==> config.mk <==
export PLATFORM = sky130hd
export DESIGN_NAME = tl_ul_buffer
export DESIGN_NICKNAME = d
export VERILOG_FILES = /design/src/rtl/tl_ul_pkg.sv /design/src/rtl/tl_ul_fifo.sv /design/src/rtl/tl_ul_buffer.sv
export SDC_FILE = /design/constraint.sdc
export NUM_CORES = 1
export LEC_CHECK = 0
export BUFFER_PORTS_ARGS = -buffer_cell sky130_fd_sc_hd__buf_2
export CAP_MARGIN = 20
export CELL_PAD_IN_SITES_DETAIL_PLACEMENT = 0
export CELL_PAD_IN_SITES_GLOBAL_PLACEMENT = 1
export CORE_MARGIN = 10
export CORE_UTILIZATION = 40
export CTS_BUF_LIST = sky130_fd_sc_hd__clkbuf_16
export CTS_CLUSTER_SIZE = 14
export DETAILED_ROUTE_END_ITERATION = 10
export GPL_TIMING_DRIVEN = 0
export PLACE_DENSITY_LB_ADDON = 0.1
export SLEW_MARGIN = 40
export SYNTH_ARGS = -nofsm -noshare
export SYNTH_HDL_FRONTEND = slang
export SYNTH_SLANG_ARGS = --single-unit
==> constraint.sdc <==
create_clock -name clock -period 1.3 [get_ports clock]
set_input_delay 0.325 -clock clock [delete_from_list [all_inputs] [get_ports clock]]
set_output_delay 0.325 -clock clock [all_outputs]
set_load 0.01 [all_outputs]
==> src/rtl/tl_ul_pkg.sv <==
// rtl/tl_ul_pkg.sv - TileLink-UL field widths, opcodes and beat structs
//
// Purpose: shared definitions for the TL-UL buffer slice. Fixed field widths,
// A/D opcode constants and the packed A/D channel beat types.
// Ports: none (package).

package tl_ul_pkg;

  localparam int ADDR_W    = 15;
  localparam int SRC_W     = 1;
  localparam int DATA_W    = 32;
  localparam int MASK_W    = DATA_W / 8;
  localparam int OP_W      = 3;
  localparam int A_PARAM_W = 3;
  localparam int D_PARAM_W = 2;
  localparam int SIZE_W    = 2;

  // A-channel opcodes
  localparam logic [OP_W-1:0] OP_PUT_FULL_DATA    = 3'd0;
  localparam logic [OP_W-1:0] OP_PUT_PARTIAL_DATA = 3'd1;
  localparam logic [OP_W-1:0] OP_GET              = 3'd4;

  // D-channel opcodes
  localparam logic [OP_W-1:0] OP_ACCESS_ACK       = 3'd0;
  localparam logic [OP_W-1:0] OP_ACCESS_ACK_DATA  = 3'd1;

  typedef struct packed {
    logic [OP_W-1:0]      opcode;
    logic [A_PARAM_W-1:0] param;
    logic [SIZE_W-1:0]    size;
    logic [SRC_W-1:0]     source;
    logic [ADDR_W-1:0]    address;
    logic [MASK_W-1:0]    mask;
    logic [DATA_W-1:0]    data;
  } tl_a_t;

  typedef struct packed {
    logic [OP_W-1:0]      opcode;
    logic [D_PARAM_W-1:0] param;
    logic [SIZE_W-1:0]    size;
    logic [SRC_W-1:0]     source;
    logic                 denied;
    logic [DATA_W-1:0]    data;
    logic                 corrupt;
  } tl_d_t;

  localparam int A_W = $bits(tl_a_t);
  localparam int D_W = $bits(tl_d_t);

endpackage

==> src/rtl/tl_ul_fifo.sv <==
// rtl/tl_ul_fifo.sv - count-based FIFO with registered ready and flop-array storage
//
// Purpose: one channel of the TL-UL buffer. Holds up to DEPTH beats; a beat
// pushed in cycle N is visible at the output in cycle N+1 (no bypass).
// Ports:
//   clock, reset_n             clock and asynchronous active-low reset
//   in_valid/in_ready/in_data  write side; in_ready is a flop, low in reset
//   out_valid/out_ready/out_data  read side; out_data is the head entry

module tl_ul_fifo
  import tl_ul_pkg::*;
#(
  parameter int WIDTH = 8,
  parameter int DEPTH = 2
) (
  input  logic             clock,
  input  logic             reset_n,
  input  logic             in_valid,
  output logic             in_ready,
  input  logic [WIDTH-1:0] in_data,
  output logic             out_valid,
  input  logic             out_ready,
  output logic [WIDTH-1:0] out_data
);

  localparam int PTR_W = (DEPTH > 1) ? $clog2(DEPTH) : 1;
  localparam int CNT_W = $clog2(DEPTH + 1);

  logic [WIDTH-1:0] mem [DEPTH];
  logic [PTR_W-1:0] wr_ptr;
  logic [PTR_W-1:0] rd_ptr;
  logic [CNT_W-1:0] count;
  logic [CNT_W-1:0] count_nxt;
  logic             push;
  logic             pop;

  assign push = in_valid && in_ready;
  assign pop  = out_valid && out_ready;

  always_comb begin
    count_nxt = count;
    if (push && !pop) begin
      count_nxt = count + CNT_W'(1);
    end else if (pop && !push) begin
      count_nxt = count - CNT_W'(1);
    end
  end

  // DEPTH is a power of two, so pointer increment wraps naturally.
  always_ff @(posedge clock or negedge reset_n) begin
    if (!reset_n) begin
      for (int i = 0; i < DEPTH; i++) begin
        mem[i] <= '0;
      end
      wr_ptr   <= '0;
      rd_ptr   <= '0;
      count    <= '0;
      in_ready <= 1'b0;
    end else begin
      if (push) begin
        mem[wr_ptr] <= in_data;
        wr_ptr      <= wr_ptr + PTR_W'(1);
      end
      if (pop) begin
        rd_ptr <= rd_ptr + PTR_W'(1);
      end
      count <= count_nxt;
      // Ready is computed from next-state count so it never depends on the
      // current cycle's valid inputs.
      in_ready <= (count_nxt < CNT_W'(DEPTH));
    end
  end

  assign out_valid = (count != '0);
  assign out_data  = mem[rd_ptr];

endmodule

==> src/rtl/tl_ul_buffer.sv <==
// rtl/tl_ul_buffer.sv - registered TL-UL buffer with inflight cap and unexpected-D flag
//
// Purpose: decouples A and D channel timing between core and interconnect,
// limits outstanding A requests to MAX_INFLIGHT and flags any D response
// accepted while nothing is outstanding.
// Ports:
//   clock, reset_n                 clock and asynchronous active-low reset
//   up_a_valid/up_a_ready/up_a     A channel from the core
//   dn_a_valid/dn_a_ready/dn_a     A channel to the interconnect
//   dn_d_valid/dn_d_ready/dn_d     D channel from the interconnect
//   up_d_valid/up_d_ready/up_d     D channel to the core
//   inflight                       outstanding request count
//   err_unexp_d                    sticky: D accepted with nothing in flight

module tl_ul_buffer
  import tl_ul_pkg::*;
#(
  parameter int DEPTH        = 2,
  parameter int MAX_INFLIGHT = 2,
  localparam int IW          = $clog2(MAX_INFLIGHT + 1)
) (
  input  logic          clock,
  input  logic          reset_n,
  input  logic          up_a_valid,
  output logic          up_a_ready,
  input  tl_a_t         up_a,
  output logic          dn_a_valid,
  input  logic          dn_a_ready,
  output tl_a_t         dn_a,
  input  logic          dn_d_valid,
  output logic          dn_d_ready,
  input  tl_d_t         dn_d,
  output logic          up_d_valid,
  input  logic          up_d_ready,
  output tl_d_t         up_d,
  output logic [IW-1:0] inflight,
  output logic          err_unexp_d
);

  logic          a_head_valid;
  logic          a_head_ready;
  logic          cap_ok;
  logic          a_fire;
  logic          d_fire;
  logic [IW-1:0] inflight_q;
  logic [IW-1:0] inflight_nxt;
  logic          err_q;
  logic          err_nxt;

  // A beats are held in the FIFO head while the cap is reached, which keeps
  // dn_a stable until the beat can be issued.
  assign cap_ok       = (inflight_q < IW'(MAX_INFLIGHT));
  assign dn_a_valid   = a_head_valid && cap_ok;
  assign a_head_ready = dn_a_ready && cap_ok;
  assign a_fire       = dn_a_valid && dn_a_ready;
  assign d_fire       = dn_d_valid && dn_d_ready;

  tl_ul_fifo #(
    .WIDTH (A_W),
    .DEPTH (DEPTH)
  ) u_a_fifo (
    .clock     (clock),
    .reset_n   (reset_n),
    .in_valid  (up_a_valid),
    .in_ready  (up_a_ready),
    .in_data   (up_a),
    .out_valid (a_head_valid),
    .out_ready (a_head_ready),
    .out_data  (dn_a)
  );

  tl_ul_fifo #(
    .WIDTH (D_W),
    .DEPTH (DEPTH)
  ) u_d_fifo (
    .clock     (clock),
    .reset_n   (reset_n),
    .in_valid  (dn_d_valid),
    .in_ready  (dn_d_ready),
    .in_data   (dn_d),
    .out_valid (up_d_valid),
    .out_ready (up_d_ready),
    .out_data  (up_d)
  );

  // A D fire with nothing outstanding is an interconnect protocol error: the
  // count is held at zero rather than wrapping, and the beat still passes.
  always_comb begin
    inflight_nxt = inflight_q;
    err_nxt      = err_q;
    if (d_fire && (inflight_q == '0)) begin
      err_nxt = 1'b1;
    end
    if (a_fire && !d_fire) begin
      inflight_nxt = inflight_q + IW'(1);
    end else if (d_fire && !a_fire && (inflight_q != '0)) begin
      inflight_nxt = inflight_q - IW'(1);
    end
  end

  always_ff @(posedge clock or negedge reset_n) begin
    if (!reset_n) begin
      inflight_q <= '0;
      err_q      <= 1'b0;
    end else begin
      inflight_q <= inflight_nxt;
      err_q      <= err_nxt;
    end
  end

  assign inflight    = inflight_q;
  assign err_unexp_d = err_q;

endmodule

; ---- After elaboration in Yosys (flattened, before gate mapping)
; Cells that the tools add are included.
[op_classes]
addsub = 10
magnitude_cmp = 9
muxes = 18
bitwise_logic = 4
n_reduce_logical = 27
[ops]
columns = op, n
row1 = $mux W60, 4
row2 = $mux W42, 4
row3 = $bwmux W120, 1
row4 = $bwmux W84, 1
row5 = $demux W60 S1, 1
row6 = $demux W42 S1, 1
row7 = $logic_and A1 B1 Y1, 17
row8 = $mux W2, 6
row9 = $ge A2 B2 Y1 const B, 4
row10 = $not A1 Y2, 4
row11 = $reduce_bool A2 Y1, 4
row12 = $add A2 B1 Y2 const B, 3
row13 = $lt A2 B2 Y1 const B, 3
row14 = $sub A2 B1 Y2 const B, 3
row15 = $logic_not A1 Y1, 5
row16 = $add A1 B1 Y1 const B, 4
row17 = $lt A2 B1 Y1 const B, 2
row18 = $logic_not A2 Y1, 1
[word_totals]
ff_bits = 217
in_bits = 108
out_inout_bits = 109
wordCells = 82

; ---- Logic depth before layout (Yosys ltp)
; Gate-level depths: netlist of the first run.
[logic_depth]
word_depth = 8
mapped_depth = 9
ltp_nobuf = 9

; ---- Hierarchy
; A second synthesis of the first run with hierarchy kept.
[unflattened]
hier_cells = 615
area_unflattened_um2 = 9850.7
[by_module_without_submodules]
columns = module, n_inst, cells_each, area_each_um2, seq_area_each_um2
row1 = tl_ul_fifo (u_a_fifo), 1, 348, 5561.6, 3128.0
row2 = tl_ul_fifo (u_d_fifo), 1, 252, 4107.7, 2227.1
row3 = tl_ul_buffer, 1, 15, 181.4, 75.1

; ---- Worst setup path before layout of the first run
; OpenSTA, ideal clock, no wires.
[synth_timing]
path_kind = register to register
start = register u_a_fifo.count[0]
end = register u_a_fifo.count[1]
setup_ns = 0.124
t_arrival_ns = 1.457
required_time_ns = 1.176
path_slack_ns = -0.281
stages_incl_launch_ff = 9
n_path_buf = 0
synth_period_minus_slack_ns = 1.581
path_cell_list = dfrtp_1 inv_1 ha_1 nor2_1 nand2_1 inv_1 ha_1 nor2_1 o31a_1
[synth_via]
elab_chain_cells = 5
elab_cells_between_ends = 9
classes_between = add/sub (2) / mux (2) / reduce/logical (5)
[synth_rtl]
columns = element, line
row1 = "start, declared", tl_ul_fifo.sv:32  ; logic [CNT_W-1:0] count;
row2 = "start signal, assigned", tl_ul_fifo.sv:67  ; count <= count_nxt;
row3 = $reduce_bool A2 Y1 (*), tl_ul_fifo.sv:74  ; assign out_valid = (count != '0);
row4 = $logic_and A1 B1 Y1 (*), tl_ul_fifo.sv:38  ; assign pop = out_valid && out_ready;
row5 = named net u_a_fifo.pop, tl_ul_fifo.sv:35  ; logic pop;
row6 = $logic_and A1 B1 Y1 / $logic_not A1 Y1 (equally long branches), "tl_ul_fifo.sv:44, tl_ul_fifo.sv:42"
row7 = $mux W2 / $logic_and A1 B1 Y1 (equally long branches), "tl_ul_fifo.sv:44, tl_ul_fifo.sv:42"
row8 = $mux W2 (*), tl_ul_fifo.sv:42  ; if (push && !pop) begin
row9 = named net u_a_fifo.count_nxt[1], tl_ul_fifo.sv:33  ; logic [CNT_W-1:0] count_nxt;
; The timed path passes the listed nets; every way through them passes the cells marked *.
; A chain may end at the register's enable or synchronous reset.

==> results.md, run 1 <==
* Share of the synthesized area in the top cell type at 55.94%
* Clk buf depth at 3
* CP startpoint kind: flip-flop
* Cells after Synth at a little over 600
* Syn nets at 735
* Worst EP required at 0.98 ns
* Final Cycle Share at 157.2%
* Max frequency at approximately 490 MHz
* Register area at around 5400 µm²
* Hold Path Stages at 2
* PwrDens at just under 3000 nW/µm²
* Register area share after synthesis at 55.94%
* Worst Path Max Fanout at 10
* Iter 0 DRT Violations at 259
* Gr usage total at between 10% and 20%
* Synth cell types at 26
* Leakage power at roughly 7.6 nW
* Max-Cap Viols at 0
* Rows at between 50 and 60
* Worst path arrival time at roughly 1.7 ns
* Number of max-slew violations in the final report at 0
* Fillers at 1802
* Slew @ Worst Pin at slightly above 0.4 ns
* Dpl cells at 1158
* Total gr overflow at 0
* Final Skew at around 0.008 ns
* FF-to-FF path depth at 5
* Die Y at approximately 180 µm
* Clk slew on worst S/H paths at around 0.06 ns
* PnR worst setup slack at -0.7437 ns
* Worst Hold Path EP: u_a_fifo.mem[105]$_DFFE_PN0P_
* Post-Syn Area at roughly 9700 µm²
* Finished Layout Cells at 1275
* Worst R2R End: u_a_fifo.mem[70]$_DFFE_PN0P_
* Share of layout cells above drive strength 1 at around three quarters
* YS warnings at 0
* Relative slew margins at between 70% and 80%
* Die ar. at 30900 µm²
* Vias/cell at 4.940
* RSZ-0062 raised after global routing: yes
* Num CTS Buffers at 24
* Number of global-route vias before repair at approximately 7300
* Vias at 6298
* Largest net degree at the start of global routing at between 70 and 80
* Area of placed instances at around 11000 µm²
* Final setup fails at between 300 and 400
* Placer congestion estimate at 0.7282
* Std-Cell Core Area at approximately 24000 µm²
* Most frequent cells in the layout: mux2_4 (256), dfrtp_1 (214), buf_2 (133)
* Yosys top cell by area: dfrtp_1
* First-pass GRT wire length at ~42 mm
* Nets@finish at around 1100
* H-tree Lvls at 1
* Clock Sinks at 217
* Initial antenna violation count at 5
* Hold path start: up_a[45]
* Total Neg Setup Slack at -95.47 ns
* Reg2reg setup slack at -0.21 ns
* IO Pins at around 220
* Port Buffers at around 220
* Critical R2R Launch: u_a_fifo.in_ready$_DFF_PN0_
* Wire length per cell at approximately 21 µm
* Failing checks: negative setup slack
* Post-Syn Area per Cell at around 16 µm²
* Starting Density at 40.99%
* Synthesized flop and latch total at between 200 and 250
* Root buf cell: clkbuf_16
* Final Hold Viols at 0
* Routed Wire Length at approximately 27 mm
* Post-layout minimum cycle time at 2.044 ns
* Area contributors post-synth: dfrtp_1 (56%), mux2_2 (29%), mux2_4 (9.1%)
* Die W at 175.8 µm
* Routed Antenna Nets at 0
* Area occupied by multi-input gates at about 5000 µm²
* Area Growth Syn to Fin at 54.49%
* Placed wire-length estimate at 17.19 mm
* DP Worst Slack at -0.2791 ns
* HP Class: primary input to flip-flop
* Worst vdd ir at 1.384 mV
* CTS tree: built
* Crit path kind: flip-flop to output port
* Most common cell after layout, fill and taps aside: mux2_4
* Clk_lat worst skew at 0.51 ns
* Pre-Repair DR Iteration Count at 4
* Critical Path Sink Type: output port
* Status: finished, violations left
* DRC Markers at 0
* Final Cell Area at 15000 µm²
sequential cells by signal, summed over array words and instances (netlist names):
name,cells
u_d_fifo.rd_ptr,1
err_unexp_d,1
u_a_fifo.wr_ptr,1
u_a_fifo.mem,120
u_a_fifo.rd_ptr,1
u_d_fifo.wr_ptr,1
u_d_fifo.mem,84
u_a_fifo.in_ready,1
inflight,2
u_a_fifo.count,2
u_d_fifo.count,2
u_d_fifo.in_ready,1
where the power goes:
group	leakage, nW	switching, W	internal, W	total (W)
combinational	4.66	0.00849	0.0157	0.0242
clock	0.409	0.00276	0.00446	0.00722
sequential	2.56	0.00207	0.0103	0.0123
total	7.63	0.0133	0.0305	0.0438
what timing repair did:
action                                  4_1_cts  5_1_grt
hold buffers                                  1        0
hold endpoints to repair                     77        0
setup buffers                                49       17
endpoints found under the setup margin      317      344
pin swaps                                    11       13
gates resized for setup                     286      174
gates cloned                                 22        5
layer usage:
metal | up-vias | routed length, µm | global-route usage [%]
met2 | 155 | 14000 | 29.56
met4 | 6 | 539 | 3.921
li1 | 2837 | - | -
met1 | 3259 | 11140 | 19.89
met5 | - | 40 | 0
met3 | 41 | 1561 | 5.125
synthesized netlist by cell type (all sizes together):
| library cell | count |
|---|---|
| mux2 | 306 |
| dfrtp | 217 |
| buf | 33 |
| nand2 | 15 |
| inv | 10 |
| ha | 7 |
| nor2 | 6 |
| o21ai | 5 |
| a21oi | 2 |
| and2 | 2 |
| clkbuf | 2 |
| nand2b | 2 |
| nor2b | 2 |
| xor2 | 2 |
| a211oi | 1 |
| a21o | 1 |
| a31oi | 1 |
| nand3 | 1 |
| nor3b | 1 |
| o31a | 1 |
| o31ai | 1 |
| or2 | 1 |
| xnor2 | 1 |
how the worst max path moves through the flow:
| stage | from | to | slack [ns] |
|---|---|---|---|
| after floorplan | u_d_fifo.in_ready$_DFF_PN0_ | u_d_fifo.mem[44]$_DFFE_PN0P_ | -0.14 |
| after global placement | reset_n | u_a_fifo.mem[116]$_DFFE_PN0P_ | -3.63 |
| after detailed placement | dn_d_valid | u_d_fifo.mem[8]$_DFFE_PN0P_ | -0.28 |
| after CTS | u_a_fifo.rd_ptr$_DFFE_PN0P_ | dn_a[55] | -0.74 |
| after global routing | u_d_fifo.rd_ptr$_DFFE_PN0P_ | up_d[33] | -0.79 |
| final | u_d_fifo.rd_ptr$_DFFE_PN0P_ | up_d[33] | -0.74 |
stage by stage:
step	hold slack (ns)	total power, W	util (%)
floorplan	0.02941	0.02246	-
global route	0.03967	0.04617	63.30
global placement	0.4462	0.02705	48.05
detailed placement	0.1975	0.02771	48.44
finish	0.05594	0.04379	63.33
CTS	0.03273	0.04144	61.07
worst max-delay path: stages, from the launching register on:
cell	delay, ns
dfrtp_2	0.42
buf_12	0.16
buf_12	0.14
mux2_2	0.36
buf_6	0.13
kinds of logic after synthesis:
logic type               count (synthesis)  share of synthesized area [%]
multiplexers                           306                          37.78
adder cells (fa/ha/maj)                  7                         0.9021
AND/OR/NAND/NOR                         30                          1.392
flip-flops                             217                          55.94
AO/OA/AOI/OAI                           12                         0.7476
XOR/XNOR                                 3                         0.2707
buffers and inverters                   45                          2.977
cell type report:
cell class,instances,area share (%)
timing repair buffer,295,18.81
clock inverter,19,1.427
buffer,28,3.304
clock buffer,25,4.171
sequential,217,36.23
tap,319,2.661
inverter,10,0.3671
antenna,3,0.05005
multi-input combinational,359,32.98
(Power assumes the default switching activity.)
==> run 2: changes to the inputs <==
Settings changed: CELL_PAD_IN_SITES_DETAIL_PLACEMENT 0 to 1, CELL_PAD_IN_SITES_GLOBAL_PLACEMENT 1 to 2, CORE_UTILIZATION 40 to 34.
==> run 2 against run 1 <==
  * The flow still finishes with violations (negative setup slack)
  * First-iteration DRC count is 34% lower
  * Sequential power about the same
  * Largest cell class unchanged
  * Cell count increased by 5.1%
  * Highest routed layer unchanged
  * Critical endpoint is now up_d[38]
  * Worst setup slack got worse by 0.0099 ns
==> results.md, run 2 (same netlist as run 1, synthesis figures left out) <==
* Die W at 189.0 µm (was 175.8 µm)
* Worst Path Max Fanout at 5 (was 10)
* Initial antenna violation count at 8 (was 5)
* Area Growth Syn to Fin at 56.04% (was 54.49%)
* Status: finished, violations left (unchanged)
* Wire length per cell at 22.13 µm (was 21.39 µm)
* Routed Wire Length at 29.65 mm (was 27.27 mm)
* CP Depth at 4 (unchanged)
* H-tree Lvls at 1 (unchanged)
* Hold Path Stages at 2 (unchanged)
* Final Cycle Share at 158.0% (was 157.2%)
* Most common cell on crit path: clkbuf_16 (was buf_12)
* PnR worst setup slack at -0.7536 ns (was -0.7437 ns)
* Num CTS Buffers at 26 (was 24)
* Failing checks: negative setup slack (unchanged)
* HP Class: primary input to flip-flop (unchanged)
* Most common cell after layout, fill and taps aside: mux2_4 (unchanged)
* RSZ-0062 raised after global routing: yes (unchanged)
* Final setup fails at 310 (was 306)
* Crit path kind: flip-flop to output port (unchanged)
* Routed Antenna Nets at 0 (unchanged)
* Grt peak-use layer: met2 (unchanged)
* Slowest stage cell on the critical path: dfrtp_2 (unchanged)
* Die Y at 189.0 µm (was 175.8 µm)
* Die ar. at 35710 µm² (was 30900 µm²)
* Met3 usage at 4.998% (was 5.125%)
* Largest register FFs at 120 (unchanged)
* Leakage power at 7.730 nW (was 7.633 nW)
* Root buf cell: clkbuf_16 (unchanged)
* Post-layout minimum cycle time at 2.054 ns (was 2.044 ns)
* Critical Path Sink Type: output port (unchanged)
* Clk buf depth at 3 (unchanged)
* Placer congestion estimate at 0.7213 (was 0.7282)
* First-pass GRT wire length at 44.41 mm (was 42.03 mm)
* Area occupied by multi-input gates at 5014 µm² (was 4946 µm²)
* Clock Sinks at 217 (unchanged)
* Number of max-slew violations in the final report at 0 (unchanged)
* Hold_ws at 0.04327 ns (was 0.05594 ns)
* Number of global-route vias before repair at 7632 (was 7305)
* Clk_lat worst skew at 0.52 ns (was 0.51 ns)
* Nets@finish at 1054 (was 1050)
* Clk slew on worst S/H paths at 0.06 ns (about the same)
* Most frequent cells in the layout: mux2_4 (273), dfrtp_1 (212), buf_2 (129) (was mux2_4 (256), dfrtp_1 (214), buf_2 (133))
* Worst path arrival time at 1.73 ns (was 1.72 ns)
* FF-to-FF path depth at 10 (was 5)
* Largest Register: u_a_fifo.mem (unchanged)
* Port Buffers at 216 (unchanged)
* Final Hold Viols at 0 (unchanged)
* CP peak stage delay at 0.44 ns (was 0.42 ns)
* Crit-path cells: clkbuf_16 > clkbuf_16 > mux2_4 > buf_6 (was buf_12 > buf_12 > mux2_2 > buf_6)
* Pre-Repair DR Iteration Count at 4 (unchanged)
* Std-Cell Core Area at 28010 µm² (was 23680 µm²)
* Worst EP required at 0.98 ns (about the same)
* IO Pins at 217 (unchanged)
* Gr usage total at 15.46% (was 16.91%)
* CTS tree: built (unchanged)
* Placed wire-length estimate at 18.49 mm (was 17.19 mm)
* Vias at 6345 (was 6298)
* Share of layout cells above drive strength 1 at 73.28% (was 73.56%)
* Fillers at 2665 (was 1802)
* Vias/cell at 4.735 (was 4.940)
* Register area at 5436 µm² (was 5434 µm²)
* Buf/Inv on CP at 3 (unchanged)
* Biggest regs: u_a_fifo.mem x120, u_d_fifo.mem x84 (unchanged)
* Slew @ Worst Pin at 0.4276 ns (was 0.4070 ns)
* PwrDens at 2917 nW/µm² (was 2920 nW/µm²)
* Iter 0 DRT Violations at 172 (was 259)
* Total gr overflow at 0 (unchanged)
* Final Skew at 0.008913 ns (was 0.008124 ns)
* Delay-heaviest family, CP: buffers and inverters (unchanged)
* CP startpoint kind: flip-flop (unchanged)
* Largest net degree at the start of global routing at 79 (unchanged)
* Final Core Density at 54.08% (was 63.33%)
* Met2 capacity usage during global routing at 27.50% (was 29.56%)
* Starting Density at 34.66% (was 40.99%)
* Worst vdd ir at 1.300 mV (was 1.384 mV)
* DP Worst Slack at -0.3126 ns (was -0.2791 ns)
* GR Util met1 at 17.64% (was 19.89%)
* Max frequency at 486.9 MHz (was 489.3 MHz)
* Relative slew margins at 71.49% (was 72.86%)
* Max-Cap Viols at 0 (unchanged)
* DRC Markers at 0 (unchanged)
* Rows at 61 (was 56)
run 2: cell count changes in the layout (fill, tap and decap cells not counted), sizes merged:
| cell | before | now |
|---|---|---|
| diode | 3 | 4 |
| bufinv | 5 | 1 |
| clkinv | 11 | 12 |
| inv | 11 | 15 |
| clkbuf | 30 | 34 |
run 2: repair_timing:
action	in CTS	in global routing
pin swaps	5	12
cloned	21	6
hold buffers	1	0
endpoints found under the setup margin	319	347
gates resized for setup	292	203
endpoints found under the hold margin	62	0
setup buffers	53	21
run 2: path summary, 6_finish.rpt:
kind	start	to	slack [ns]
max reg2reg	u_d_fifo.count[1]$_DFF_PN0_	u_d_fifo.in_ready$_DFF_PN0_	-0.21
max	u_d_fifo.rd_ptr$_DFFE_PN0P_	up_d[38]	-0.75
min reg2reg	u_a_fifo.mem[59]$_DFFE_PN0P_	u_a_fifo.mem[59]$_DFFE_PN0P_	0.51
min in group asynchronous	reset_n	u_d_fifo.mem[3]$_DFFE_PN0P_	0.32
max in group asynchronous	reset_n	u_a_fifo.in_ready$_DFF_PN0_	0.23
min	up_a[21]	u_a_fifo.mem[81]$_DFFE_PN0P_	0.04
run 2: routing by layer:
layer	share of wire [%]	wire length (µm)	vias up
met5	0.19	56	-
met4	1.4	402	8
met3	6.9	2037	39
met2	51	15150	156
met1	40	12010	3302
li1	-	-	2840
run 2: worst reg2reg max path: stages, from the launching register on:
cell	delay [ns]
dfrtp_1	0.39
inv_1	0.06
ha_2	0.17
inv_2	0.05
buf_6	0.12
nand2_8	0.07
inv_6	0.04
ha_4	0.17
nor3b_2	0.15
a21oi_1	0.10
and2_1	0.12
run 2: through the flow:
stage | std cells | power (W) | cell area, µm² | TNS (ns)
after floorplan | 620 | 0.02246 | 9898 | -18.16
after global placement | 1214 | 0.02718 | 11450 | -852.92
after detailed placement | 1216 | 0.02801 | 11520 | -68.49
after CTS | 1336 | 0.04177 | 14530 | -120.31
after global routing | 1337 | 0.04673 | 15140 | -115.09
final | 1340 | 0.04418 | 15150 | -102.01
run 2: power by group:
part           internal [W]  switching, W  total [W]
clock network       0.00392       0.00283    0.00675
registers            0.0103       0.00214     0.0124
logic                0.0162       0.00881     0.0250
run 2: cell type report:
cell class	instances	share of cell area, %
clock buffers	27	4.460
diodes	4	0.06608
inverters	10	0.3304
well taps	378	3.122
multi-input cells	359	33.10
plain buffers	26	3.304
flip-flops and latches	217	35.89
repair buffers	299	18.97
clock inverters	20	0.7599
==> run 3: changes to the inputs <==
Settings changed: CORE_UTILIZATION 34 to 31.
==> run 3 against run 2 <==
  * The flow still finishes with violations (negative setup slack)
  * Cell count grew 0.60%
  * Power is 3.0% lower
  * Clock power rose by 4.3%
  * Worst hold slack got worse by 0.0030 ns
  * Combinational power shrank 6%
  * Critical path depth unchanged
==> results.md, run 3 (same netlist as run 1, synthesis figures left out) <==
* Status: finished, violations left (unchanged)
* Failing checks: negative setup slack (unchanged)
* Dpl cells at 1234 (was 1216)
* Starting Density at 31.57% (was 34.66%)
* Final Cycle Share at 157.2% (was 158.0%)
* Placer congestion estimate at 0.7428 (was 0.7213)
* Tot Pwr at 0.04286 W (was 0.04418 W)
* Internal power at 0.02933 W (was 0.03040 W)
* Rows at 64 (was 61)
* Most frequent cells in the layout: mux2_4 (240), dfrtp_1 (212), buf_2 (149) (was mux2_4 (273), dfrtp_1 (212), buf_2 (129))
* Final Hold Viols at 0 (unchanged)
* Total Neg Setup Slack at -99.82 ns (was -102.01 ns)
* Vias/cell at 4.652 (was 4.735)
* Initial antenna violation count at 6 (was 8)
* Net Sw Frac at 31.57% (was 31.19%)
* DRC Markers at 0 (unchanged)
* Largest net degree at the start of global routing at 77 (was 79)
* Worst vdd ir at 1.021 mV (was 1.300 mV)
* Max-Cap Viols at 0 (unchanged)
* Area Growth Syn to Fin at 52.40% (was 56.04%)
* Max frequency at 489.4 MHz (was 486.9 MHz)
* Slew @ Worst Pin at 0.4233 ns (was 0.4276 ns)
* Die Y at 197.0 µm (was 189.0 µm)
* Routed Antenna Nets at 0 (unchanged)
* Critical Path Sink Type: output port (unchanged)
* Final Skew at 0.01093 ns (was 0.008913 ns)
* First-pass GRT wire length at 45.52 mm (was 44.41 mm)
* Number of global-route vias before repair at 7471 (was 7632)
* Final Cell Area at 14800 µm² (was 15150 µm²)
* CP startpoint kind: flip-flop (unchanged)
* Wire length per cell at 22.23 µm (was 22.13 µm)
* Comb pwr share at 54.7% (was 56.6%)
* Worst path arrival time at 1.72 ns (was 1.73 ns)
* Relative slew margins at 71.78% (was 71.49%)
* Biggest regs: u_a_fifo.mem x120, u_d_fifo.mem x84 (unchanged)
* CTS tree: built (unchanged)
* IO Pins at 217 (unchanged)
* Die W at 197.0 µm (was 189.0 µm)
* Iter 0 DRT Violations at 131 (was 172)
* Clk slew on worst S/H paths at 0.06 ns (about the same)
* Worst EP required at 0.98 ns (about the same)
* Post-layout minimum cycle time at 2.043 ns (was 2.054 ns)
* Clk_lat worst skew at 0.53 ns (was 0.52 ns)
* Sequential share of power at 28.9% (was 28.1%)
* Net switching power at 0.01353 W (was 0.01378 W)
* Gr usage total at 14.77% (was 15.46%)
* Die ar. at 38800 µm² (was 35710 µm²)
* Placed wire-length estimate at 19.26 mm (was 18.49 mm)
* Reg2reg setup slack at -0.25 ns (was -0.21 ns)
* HP Class: primary input to flip-flop (unchanged)
* Share of layout cells above drive strength 1 at 73.37% (was 73.28%)
* PnR worst setup slack at -0.7434 ns (was -0.7536 ns)
* Worst Path Max Fanout at 10 (was 5)
* Total gr overflow at 0 (unchanged)
* Port Buffers at 216 (unchanged)
* RSZ-0062 raised after global routing: yes (unchanged)
* PwrDens at 2897 nW/µm² (was 2917 nW/µm²)
* Clock power frac at 16.4% (was 15.3%)
* Clk buf depth at 3 (unchanged)
* Routed Wire Length at 29.97 mm (was 29.65 mm)
* Most common cell after layout, fill and taps aside: mux2_4 (unchanged)
* Vias at 6271 (was 6345)
* Area of placed instances at 11540 µm² (was 11520 µm²)
* Largest register FFs at 120 (unchanged)
* Std-Cell Core Area at 30750 µm² (was 28010 µm²)
* H-tree Lvls at 1 (unchanged)
* Crit path kind: flip-flop to output port (unchanged)
* Pre-Repair DR Iteration Count at 4 (unchanged)
* Clock Sinks at 217 (unchanged)
* Num CTS Buffers at 28 (was 26)
* Number of max-slew violations in the final report at 0 (unchanged)
* Nets@finish at 1046 (was 1054)
* Final Core Density at 48.12% (was 54.08%)
* Finished Layout Cells at 1348 (was 1340)
* Leakage power at 7.488 nW (was 7.730 nW)
* Final setup fails at 318 (was 310)
* Root buf cell: clkbuf_16 (unchanged)
* Largest Register: u_a_fifo.mem (unchanged)
run 3: worst max-delay path, cell delays in order (launching register included):
cell     delay [ns]
dfrtp_1        0.37
buf_12         0.16
buf_12         0.16
mux2_2         0.35
buf_2          0.15
run 3: cell type report:
cell class | instances | area, µm²
fillers | 3022 | 15950
flip-flops and latches | 217 | 5436
multi-input cells | 360 | 4928
repair buffers | 287 | 2537
clock buffers | 29 | 725.7
plain buffers | 27 | 500.5
well taps | 396 | 495.5
clock inverters | 20 | 112.6
inverters | 10 | 53.80
diodes | 2 | 5.005
run 3: worst paths after layout:
check / startpoint / to / depth (start not counted)
hold reg to reg: u_a_fifo.mem[26]$_DFFE_PN0P_ / u_a_fifo.mem[26]$_DFFE_PN0P_ / 1
setup reg to reg: u_a_fifo.count[0]$_DFFE_PN0P_ / u_a_fifo.count[1]$_DFF_PN0_ / 9
min in group asynchronous: reset_n / u_d_fifo.mem[5]$_DFFE_PN0P_ / 2
max in group asynchronous: reset_n / u_a_fifo.wr_ptr$_DFFE_PN0N_ / 3
hold / removal: up_a[26] / u_a_fifo.mem[86]$_DFFE_PN0P_ / 2
setup / recovery: u_d_fifo.rd_ptr$_DFFE_PN0P_ / up_d[8] / 4
run 3: layer usage:
| metal | global-route usage (%) | routed length (µm) | vias to the layer above |
|---|---|---|---|
| met5 | 0 | 34 | - |
| met4 | 2.734 | 384 | 6 |
| met3 | 4.668 | 1895 | 48 |
| met2 | 26.46 | 15490 | 138 |
| met1 | 17.02 | 12170 | 3248 |
| li1 | - | - | 2831 |
run 3: metrics by stage:
step | worst slack, ns | hold WS [ns]
finish | -0.7434 | 0.04027
global route | -0.8165 | 0.01542
CTS | -0.7925 | 0.008849
detailed placement | -0.3005 | 0.3256
global placement | -3.744 | 0.4448
floorplan | -0.1385 | 0.02941
run 3: power by group through the flow:
stage	sequential, W	clock, W	combinational [W]
after floorplan	0.0115	0	0.0110
after global placement	0.0118	0	0.0156
after detailed placement	0.0121	0	0.0160
after CTS	0.0122	0.00732	0.0225
after global routing	0.0128	0.00767	0.0249
final	0.0124	0.00704	0.0234
run 3: repair_timing:
item | in CTS | in global routing
resized for setup | 281 | 146
hold buffers | 1 | 0
pin swaps | 10 | 12
endpoints found under the setup margin | 319 | 336
cloned | 21 | 3
hold endpoints to repair | 66 | 0
setup buffers | 41 | 22
